<file path="config.mk">
export PLATFORM = sky130hd
export DESIGN_NAME = reservation_station
export DESIGN_NICKNAME = d
export VERILOG_FILES = /design/src/rtl/reservation_station.sv
export SDC_FILE = /design/constraint.sdc
export NUM_CORES = 1
export LEC_CHECK = 0
export CORE_MARGIN = 3
export CORE_UTILIZATION = 60
export CTS_CLUSTER_SIZE = 10
export DETAILED_ROUTE_END_ITERATION = 10
export PLACE_DENSITY = 0.9
export SLEW_MARGIN = 25
export SYNTH_ARGS = -nofsm -noshare
export SYNTH_HDL_FRONTEND = slang
export SYNTH_SLANG_ARGS = --single-unit
</file>
<file path="constraint.sdc">
create_clock -name clk -period 3.4 [get_ports clk]
set_input_delay 0.68 -clock clk [delete_from_list [all_inputs] [get_ports clk]]
set_output_delay 0.68 -clock clk [all_outputs]
set_load 0.02 [all_outputs]
</file>
<file path="src/rtl/reservation_station.sv">
// Unified issue queue: holds renamed uOPs, wakes sources on writeback tag
// broadcasts and offers the oldest fully-ready entry to select/RegRead.
module reservation_station #(
  parameter  int unsigned RS_ENTRIES = 8,
  parameter  int unsigned NUM_PREGS  = 128,
  parameter  int unsigned OPC_W      = 6,
  localparam int unsigned PTAG_W     = $clog2(NUM_PREGS),
  localparam int unsigned OCC_W      = $clog2(RS_ENTRIES) + 1
) (
  input  logic              clk,
  input  logic              rst_n,
  input  logic              flush,
  input  logic              disp_valid,
  output logic              disp_ready,
  input  logic [OPC_W-1:0]  disp_opcode,
  input  logic [PTAG_W-1:0] disp_src1_tag,
  input  logic              disp_src1_rdy,
  input  logic [PTAG_W-1:0] disp_src2_tag,
  input  logic              disp_src2_rdy,
  input  logic [PTAG_W-1:0] disp_dst_tag,
  input  logic [31:0]       disp_imm,
  input  logic              wb_valid,
  input  logic [PTAG_W-1:0] wb_tag,
  output logic              iss_valid,
  input  logic              iss_ready,
  output logic [OPC_W-1:0]  iss_opcode,
  output logic [PTAG_W-1:0] iss_src1_tag,
  output logic [PTAG_W-1:0] iss_src2_tag,
  output logic [PTAG_W-1:0] iss_dst_tag,
  output logic [31:0]       iss_imm,
  output logic [OCC_W-1:0]  occupancy
);

  localparam int unsigned IDX_W = (RS_ENTRIES > 1) ? $clog2(RS_ENTRIES) : 1;

  logic [RS_ENTRIES-1:0] valid_q;
  logic [RS_ENTRIES-1:0] r1_q;
  logic [RS_ENTRIES-1:0] r2_q;
  logic [OPC_W-1:0]      opc_q [RS_ENTRIES];
  logic [PTAG_W-1:0]     s1_q  [RS_ENTRIES];
  logic [PTAG_W-1:0]     s2_q  [RS_ENTRIES];
  logic [PTAG_W-1:0]     dst_q [RS_ENTRIES];
  logic [31:0]           imm_q [RS_ENTRIES];
  // age_q[i][j] = 1: entry j is older than entry i
  logic [RS_ENTRIES-1:0] age_q [RS_ENTRIES];
  logic [OCC_W-1:0]      occ_q, occ_d;

  logic [RS_ENTRIES-1:0] ready_vec;
  logic [IDX_W-1:0]      alloc_idx, sel_idx;
  logic                  alloc_found, sel_found;
  logic                  do_disp, do_iss;

  assign disp_ready = |(~valid_q);
  assign do_disp    = disp_valid && disp_ready;
  assign do_iss     = iss_valid && iss_ready;
  assign occupancy  = occ_q;

  always_comb begin
    alloc_idx   = '0;
    alloc_found = 1'b0;
    for (int unsigned i = 0; i < RS_ENTRIES; i++) begin
      if (!valid_q[i] && !alloc_found) begin
        alloc_idx   = IDX_W'(i);
        alloc_found = 1'b1;
      end
    end
  end

  // The age matrix is a strict order over valid entries, so at most one
  // ready entry has no ready older entry.
  always_comb begin
    ready_vec = valid_q & r1_q & r2_q;
    sel_idx   = '0;
    sel_found = 1'b0;
    for (int unsigned i = 0; i < RS_ENTRIES; i++) begin
      if (ready_vec[i] && ((age_q[i] & ready_vec) == '0) && !sel_found) begin
        sel_idx   = IDX_W'(i);
        sel_found = 1'b1;
      end
    end
  end

  always_comb begin
    iss_valid    = sel_found;
    iss_opcode   = '0;
    iss_src1_tag = '0;
    iss_src2_tag = '0;
    iss_dst_tag  = '0;
    iss_imm      = '0;
    if (sel_found) begin
      iss_opcode   = opc_q[sel_idx];
      iss_src1_tag = s1_q[sel_idx];
      iss_src2_tag = s2_q[sel_idx];
      iss_dst_tag  = dst_q[sel_idx];
      iss_imm      = imm_q[sel_idx];
    end
  end

  always_comb begin
    occ_d = occ_q;
    case ({do_disp, do_iss})
      2'b10:   occ_d = occ_q + OCC_W'(1);
      2'b01:   occ_d = occ_q - OCC_W'(1);
      default: occ_d = occ_q;
    endcase
  end

  always_ff @(posedge clk or negedge rst_n) begin
    if (!rst_n) begin
      valid_q <= '0;
      r1_q    <= '0;
      r2_q    <= '0;
      occ_q   <= '0;
      for (int unsigned i = 0; i < RS_ENTRIES; i++) begin
        age_q[i] <= '0;
        opc_q[i] <= '0;
        s1_q[i]  <= '0;
        s2_q[i]  <= '0;
        dst_q[i] <= '0;
        imm_q[i] <= '0;
      end
    end else if (flush) begin
      valid_q <= '0;
      occ_q   <= '0;
      for (int unsigned i = 0; i < RS_ENTRIES; i++) age_q[i] <= '0;
    end else begin
      for (int unsigned i = 0; i < RS_ENTRIES; i++) begin
        if (wb_valid && valid_q[i]) begin
          if (s1_q[i] == wb_tag) r1_q[i] <= 1'b1;
          if (s2_q[i] == wb_tag) r2_q[i] <= 1'b1;
        end
      end
      if (do_iss) valid_q[sel_idx] <= 1'b0;
      // The allocated slot is free in registered state, so it never
      // collides with the issued slot.
      if (do_disp) begin
        valid_q[alloc_idx] <= 1'b1;
        opc_q[alloc_idx]   <= disp_opcode;
        s1_q[alloc_idx]    <= disp_src1_tag;
        s2_q[alloc_idx]    <= disp_src2_tag;
        dst_q[alloc_idx]   <= disp_dst_tag;
        imm_q[alloc_idx]   <= disp_imm;
        r1_q[alloc_idx]    <= disp_src1_rdy | (wb_valid && (disp_src1_tag == wb_tag));
        r2_q[alloc_idx]    <= disp_src2_rdy | (wb_valid && (disp_src2_tag == wb_tag));
        age_q[alloc_idx]   <= valid_q;
        for (int unsigned i = 0; i < RS_ENTRIES; i++) begin
          if (IDX_W'(i) != alloc_idx) age_q[i][alloc_idx] <= 1'b0;
        end
      end
      occ_q <= occ_d;
    end
  end

endmodule

</file>
==> results of run 1 <==
==> cell type report <==
cell class	instances	area, um2
timing repair buffer	403	4600
clock inverter	3	33.8
sequential	564	14100
multi-input combinational	1544	13200
clock buffer	71	1680
fill	1923	8970
inverter	15	56.3
antenna	2	5.00
tap	585	732
==> worst register-to-register path, stage by stage (launching register included) <==
cell	delay, ns
dfrtp_1	0.42
and3_4	0.25
buf_6	0.13
a22o_4	0.23
nor3_4	0.31
buf_4	0.19
nor4_4	0.05
buf_4	0.15
buf_4	0.13
buf_4	0.13
a31oi_2	0.29
nand2_1	0.16
inv_2	0.09
ha_1	0.24
o21a_1	0.12
o32ai_1	0.25
mux2_2	0.37
==> state kept, by name, summed over array words and instances, names as in the netlist <==
signal	count
imm_q	256
age_q	64
dst_q	56
s1_q	56
s2_q	56
opc_q	48
r1_q	8
r2_q	8
valid_q	8
occupancy	4
==> timing repair <==
item	4_1_cts	5_1_grt
hold buffers	1	0
setup endpoints to repair	61	62
gates resized for setup	598	176
endpoints found under the hold margin	21	0
pin swaps	117	95
gates cloned	11	7
setup buffers	50	20
==> cells in the final DEF, fill, tap and decap left out, drive strengths merged, types with 3 or more instances in the layout <==
cell type / Yosys / routed
dfrtp: 564 / 564
mux2: 473 / 473
buf: 118 / 319
nor2: 297 / 297
nor3: 145 / 145
o22ai: 118 / 118
clkbuf: 64 / 78
clkdlybuf4s50: 0 / 76
a22o: 67 / 67
xnor2: 64 / 64
xor2: 64 / 64
a21oi: 49 / 49
nand4: 45 / 45
nand2: 40 / 40
o21ai: 36 / 36
nor4: 19 / 19
and3: 18 / 18
inv: 15 / 17
a22oi: 10 / 10
a211oi: 10 / 10
nand3: 9 / 9
a311oi: 7 / 7
o2111ai: 6 / 6
nand3b: 5 / 5
nand2b: 5 / 5
mux2i: 5 / 5
nor2b: 4 / 4
a21o: 4 / 4
and2: 4 / 4
nor3b: 4 / 4
o21a: 4 / 4
a31o: 4 / 4
a211o: 3 / 3
a41oi: 3 / 3
or3: 3 / 3
o311ai: 3 / 3
==> final timing paths <==
path / endpoint / start / cells after the start / slack, ns
min in group asynchronous: s1_q[35] / rst_n / 2 / 0.58
hold reg to reg: age_q[32] / age_q[32] / 1 / 0.51
setup / recovery: iss_imm[0] / valid_q[2] / 15 / -1.23
hold / removal: age_q[32] / age_q[32] / 1 / 0.51
max in group asynchronous: valid_q[7] / rst_n / 3 / 1.80
setup reg to reg: occupancy[3] / valid_q[2] / 16 / -0.21
==> power groups by stage <==
stage / clock network [mW] / registers (mW) / logic [mW]
floorplan: 0 / 7.90 / 1.82
global placement: 0 / 8.00 / 2.72
detailed placement: 0 / 8.07 / 2.87
CTS: 6.13 / 8.04 / 3.15
global route: 6.55 / 8.27 / 3.77
finish: 6.35 / 8.25 / 3.67
==> cells by family (layout without fill, tap and decap cells) <==
kind of cell	Yosys count	count (layout)	share of synthesized area [%]
other cells	0	2	0
buf+inv	197	492	3.48
simple gates	601	601	10.4
fa+ha+maj	2	2	0.0939
compound gates	335	335	8.61
mux	478	478	20.2
xor+xnor	128	128	4.21
flops	564	564	53.0
==> routing by layer <==
layer | up-vias | share of wire [%] | global-route usage [%]
met5 | - | 0.042 | 0
met2 | 2683 | 43 | 64.2
met4 | 8 | 9.6 | 26.4
met1 | 11701 | 33 | 50.5
met3 | 981 | 14 | 12.9
li1 | 8841 | - | -
==> results.toml, run 1 <==
[routing]
detail_route.wl_per_cell_um = 34.3
firstDrtPassIters = 6
via_per_inst = 7.60
routed-via-count = 24214
finalWirelength_um = 109000
drtAntennaViolNets = 0
route.detailed.drc = 0
drt-initial-drc-count = 4134

[sta]
fin_skew_ns = 0.0326
slew_violations = 0
fin_crit_ns = 4.63
min_period_over_period_pct = 136
setup_viol = 62
holdWs_ns = 0.506
setup_slack_ns = -1.23
max_freq_ghz = 0.216
hold_viol = 0
tightest_slew_ns = 0.807
maxSlewHeadroom_pct = 46.0
rsz0062_at_grt = "yes"
setup_tns_ns = -56.03

[placement]
portBuffers = 138
routabilityCongestion = 0.977
place.detailed.hpwl_um = 52000
dp.cells = 3034
dpl_cell_area_um2 = 29900
dp_slack_ns = -0.748

[pwr]
p_leak_nw = 16.1
p_int_mw = 12.6
ir_worst_vdd_mv = 0.534
p_switching_mw = 5.65
combPwrFrac_pct = 20.1
finalPower_mw = 18.3
p_per_area_nw_per_um2 = 530
seqPwrFrac_pct = 45.2
p_clk_share_pct = 34.7
switching_share_pct = 30.9

[clocking]
cts-root-buf = "clkbuf_16"
clk_pin_slew_worst_paths_ns = 0.06
cts_max_level = 3
cts_tree = "yes"
clock_latency_ns = 0.60
cts_made_buffers = 66
clk_path_buf_depth = 3
clock-sinks = 564

[yosys]
yosys_warnings = 0
ys.flop_type = "dfrtp_1"
synth_edf_count = 0
syn_area_um2 = 26600
syn_avg_cell_area_um2 = 11.6
synth.net_count = 2381
synth_top_area_cell = "dfrtp_1"
synth.most_common_cell = "dfrtp_1"
synth_top_area_share_pct = 53.0
synthArstFlopShare_pct = 100
yosysSeqAreaShare_pct = 53.0
yosysUniqueCellTypes = 59
synth_area_leaders = "dfrtp_1 (53%), mux2_2 (20%), nor2_1 (4.2%)"
synth_top_cells_by_count = "dfrtp_1 (564), mux2_2 (473), nor2_1 (296)"
synth-seq-cells = 564
syn_inst = 2305

[global_routing]
grt_max_degree = 122
overflow = 0
antenna_found_initial = 7
grtUsageTotal_pct = 41.4
grt_first_pass_wirelength_um = 149000
grt_pass1_vias = 24426

[finish]
syn2layout_area_growth_pct = 29.5
nets = 2670
final_cell_area_um2 = 34500
finish.utilization_pct = 79.4
layout.cells.non_filler = 3187
drive_above_1_share_pct = 45.6

[setup_path]
end_kind = "output port"
critPathTopFamily = "simple AND/OR/NAND/NOR gates"
crit_chain = "and3_4, buf_6, a22o_4, nor3_4, nor2_2, buf_4, a311oi_4, buf_6, buf_12, buf_12, buf_8, nor2_2, nor3_2, a22o_1, buf_6"
crit_path_max_incr_delay_ns = 0.42
path_buf_inv = 7
path_max_fanout = 8
crit_required_ns = 2.72
worstSetupStartpointType = "flop"
critPathKind = "flop to output port"
cp_common_cell = "buf_6"
cp_slowest_cell = "dfrtp_1"
critPathArrivalTime_ns = 3.95

[floorplanning]
core_um2 = 43500
die_height_um = 217
rows = 76
die_area_um2 = 47000
pin_count = 139
die_w_um = 217
initial_utilization_pct = 61.3

[min_path]
hp-class = "flop to flop"

[status]
status = "complete, but fails checks"
failed_checks = "setup timing"

[job]
drv_cap = 0
Power figures use the tool's default switching activity.
==> run 2, diff against run 1 <==
Settings changed: CORE_UTILIZATION 60 to 52, PLACE_DENSITY 0.9 to 0.81, SETUP_SLACK_MARGIN set to 0.2.
==> run 2 against run 1 <==
Against the previous run: the flow still finishes with violations (setup timing); sequential cell count is the same; combinational power fell by 9.5%; critical endpoint is now iss_imm[1]; clock-buffer cell count rose by 4; clock skew shrank 0.013 ns; fmax rose by 9.4%; register-to-register slack improved by 0.53 ns.
==> results.toml, run 2 (synthesis gave the netlist of run 1 again) <==
[status]
status = "complete, but fails checks"
failed_checks = "setup timing"

[setup_path]
critPathArrivalTime_ns = 3.55
path_buf_inv = 7
cp_slowest_cell = "dfrtp_2"
cp_common_cell = "buf_12"
critPathKind = "flop to output port"
crit_required_ns = 2.72
crit_chain = "buf_6, nand4_1, nand4_1, or3_4, a21oi_2, o31ai_1, buf_4, a211oi_4, buf_12, nor2_4, buf_12, buf_12, buf_16, a22o_1, buf_6"
critPathTopFamily = "buffers and inverters"
path_depth = 15
path_max_fanout = 8
crit_path_max_incr_delay_ns = 0.44
worstSetupStartpointType = "flop"
r2r_cells = 13
end_kind = "output port"

[finish]
drive_above_1_share_pct = 37.6
ff_latch_area_um2 = 14100
syn2layout_area_growth_pct = 25.5
layout.cells.non_filler = 3284
largestRegisters = "imm_q (256), age_q (64)"
largest_register_ffs = 256
nets = 2672
regMostFlops = "imm_q"
finish.utilization_pct = 66.3
layout_commonest_cell = "dfrtp_1"
fill_cells = 3316
final_cell_mix = "dfrtp_1 (555), mux2_2 (473), nor2_1 (279)"
multi_input_area_um2 = 12100

[pwr]
finalPower_mw = 17.7
p_leak_nw = 15.9
ir_worst_vdd_mv = 0.511
p_per_area_nw_per_um2 = 530

[sta]
min_period_over_period_pct = 124
setup_slack_ns = -0.832
tightest_slew_ns = 0.926
fin_skew_ns = 0.0198
rsz0062_at_grt = "yes"
setup_viol = 59
maxSlewHeadroom_pct = 37.5
hold_viol = 0
max_freq_ghz = 0.236
fin_crit_ns = 4.23
slew_violations = 0
holdWs_ns = 0.0133

[clocking]
ctsHoldBuffers = 0
clock_latency_ns = 0.62
cts-root-buf = "clkbuf_16"
cts_max_level = 3
cts_tree = "yes"
clk_path_buf_depth = 3
clock-sinks = 564
clk_pin_slew_worst_paths_ns = 0.05
cts_made_buffers = 67

[global_routing]
grtUsageTotal_pct = 31.2
overflow = 0
antenna_found_initial = 4
grt_first_pass_wirelength_um = 130000
grt_max_degree = 123
grt_pass1_vias = 22064

[routing]
highest_layer = "met5"
routed-via-count = 21220
drt-initial-drc-count = 2556
finalWirelength_um = 86000
met3_length_um = 8230
route.detailed.drc = 0
detail_route.wl_per_cell_um = 26.2
via_per_inst = 6.46
firstDrtPassIters = 5
wl_met1_um = 32700
drtAntennaViolNets = 0
routed-wl-met2_um = 41200

[min_path]
hp-class = "input port to asynchronous set/reset pin"

[placement]
routabilityCongestion = 0.983
place.detailed.hpwl_um = 51600
dp.cells = 3136
dp_slack_ns = -0.687
portBuffers = 138

[floorplanning]
rows = 82
initial_utilization_pct = 52.9
die_area_um2 = 54000
pin_count = 139
die_w_um = 232
die_height_um = 232
core_um2 = 50400

[job]
drv_cap = 0
[run 2: area by class of cell]
| class | instances | share of cell area (%) |
|---|---|---|
| clock buffer | 75 | 5.26 |
| antenna | 3 | 0.0225 |
| multi-input combinational | 1544 | 36.3 |
| inverter | 15 | 0.168 |
| tap | 672 | 2.52 |
| timing repair buffer | 404 | 13.3 |
| clock inverter | 7 | 0.217 |
| sequential | 564 | 42.3 |
[run 2: metrics by stage]
step | area (um2) | TNS [ns]
2_1_floorplan | 26600 | 0
3_3_place_gp | 30200 | -33.06
3_5_place_dp | 30200 | -33.61
4_1_cts | 33000 | -39.91
5_1_grt | 33400 | -49.10
6_report | 33400 | -44.57
[run 2: where the power goes]
| part | switching, mW | total [mW] | internal, mW |
|---|---|---|---|
| Sequential | 0.552 | 8.01 | 7.46 |
| Combinational | 1.62 | 3.32 | 1.70 |
| Clock | 2.73 | 6.36 | 3.63 |
| Total | 4.90 | 17.7 | 12.8 |
[run 2: metal layers]
metal  vias up  global-route usage [%]
li1       8861                       -
met1     10784                    39.9
met2      1282                    49.4
met3       291                    6.96
met4         2                    16.9
met5         -                       0
[run 2: path summary, 6_finish.rpt]
path / from / end / slack [ns]
setup reg to reg: r2_q[4] / occupancy[3] / 0.32
hold / removal: rst_n / s2_q[15] / 0.01
hold reg to reg: age_q[32] / age_q[32] / 0.49
setup / recovery: valid_q[5] / iss_imm[1] / -0.83
min in group clk: age_q[32] / age_q[32] / 0.49
max in group asynchronous: rst_n / imm_q[246] / 2.24
[run 2: timing repair]
item | 4_1_cts | 5_1_grt
setup endpoints to repair | 61 | 62
pin swaps | 34 | 35
setup buffers | 39 | 15
resized for setup | 425 | 58
gates cloned | 6 | 3
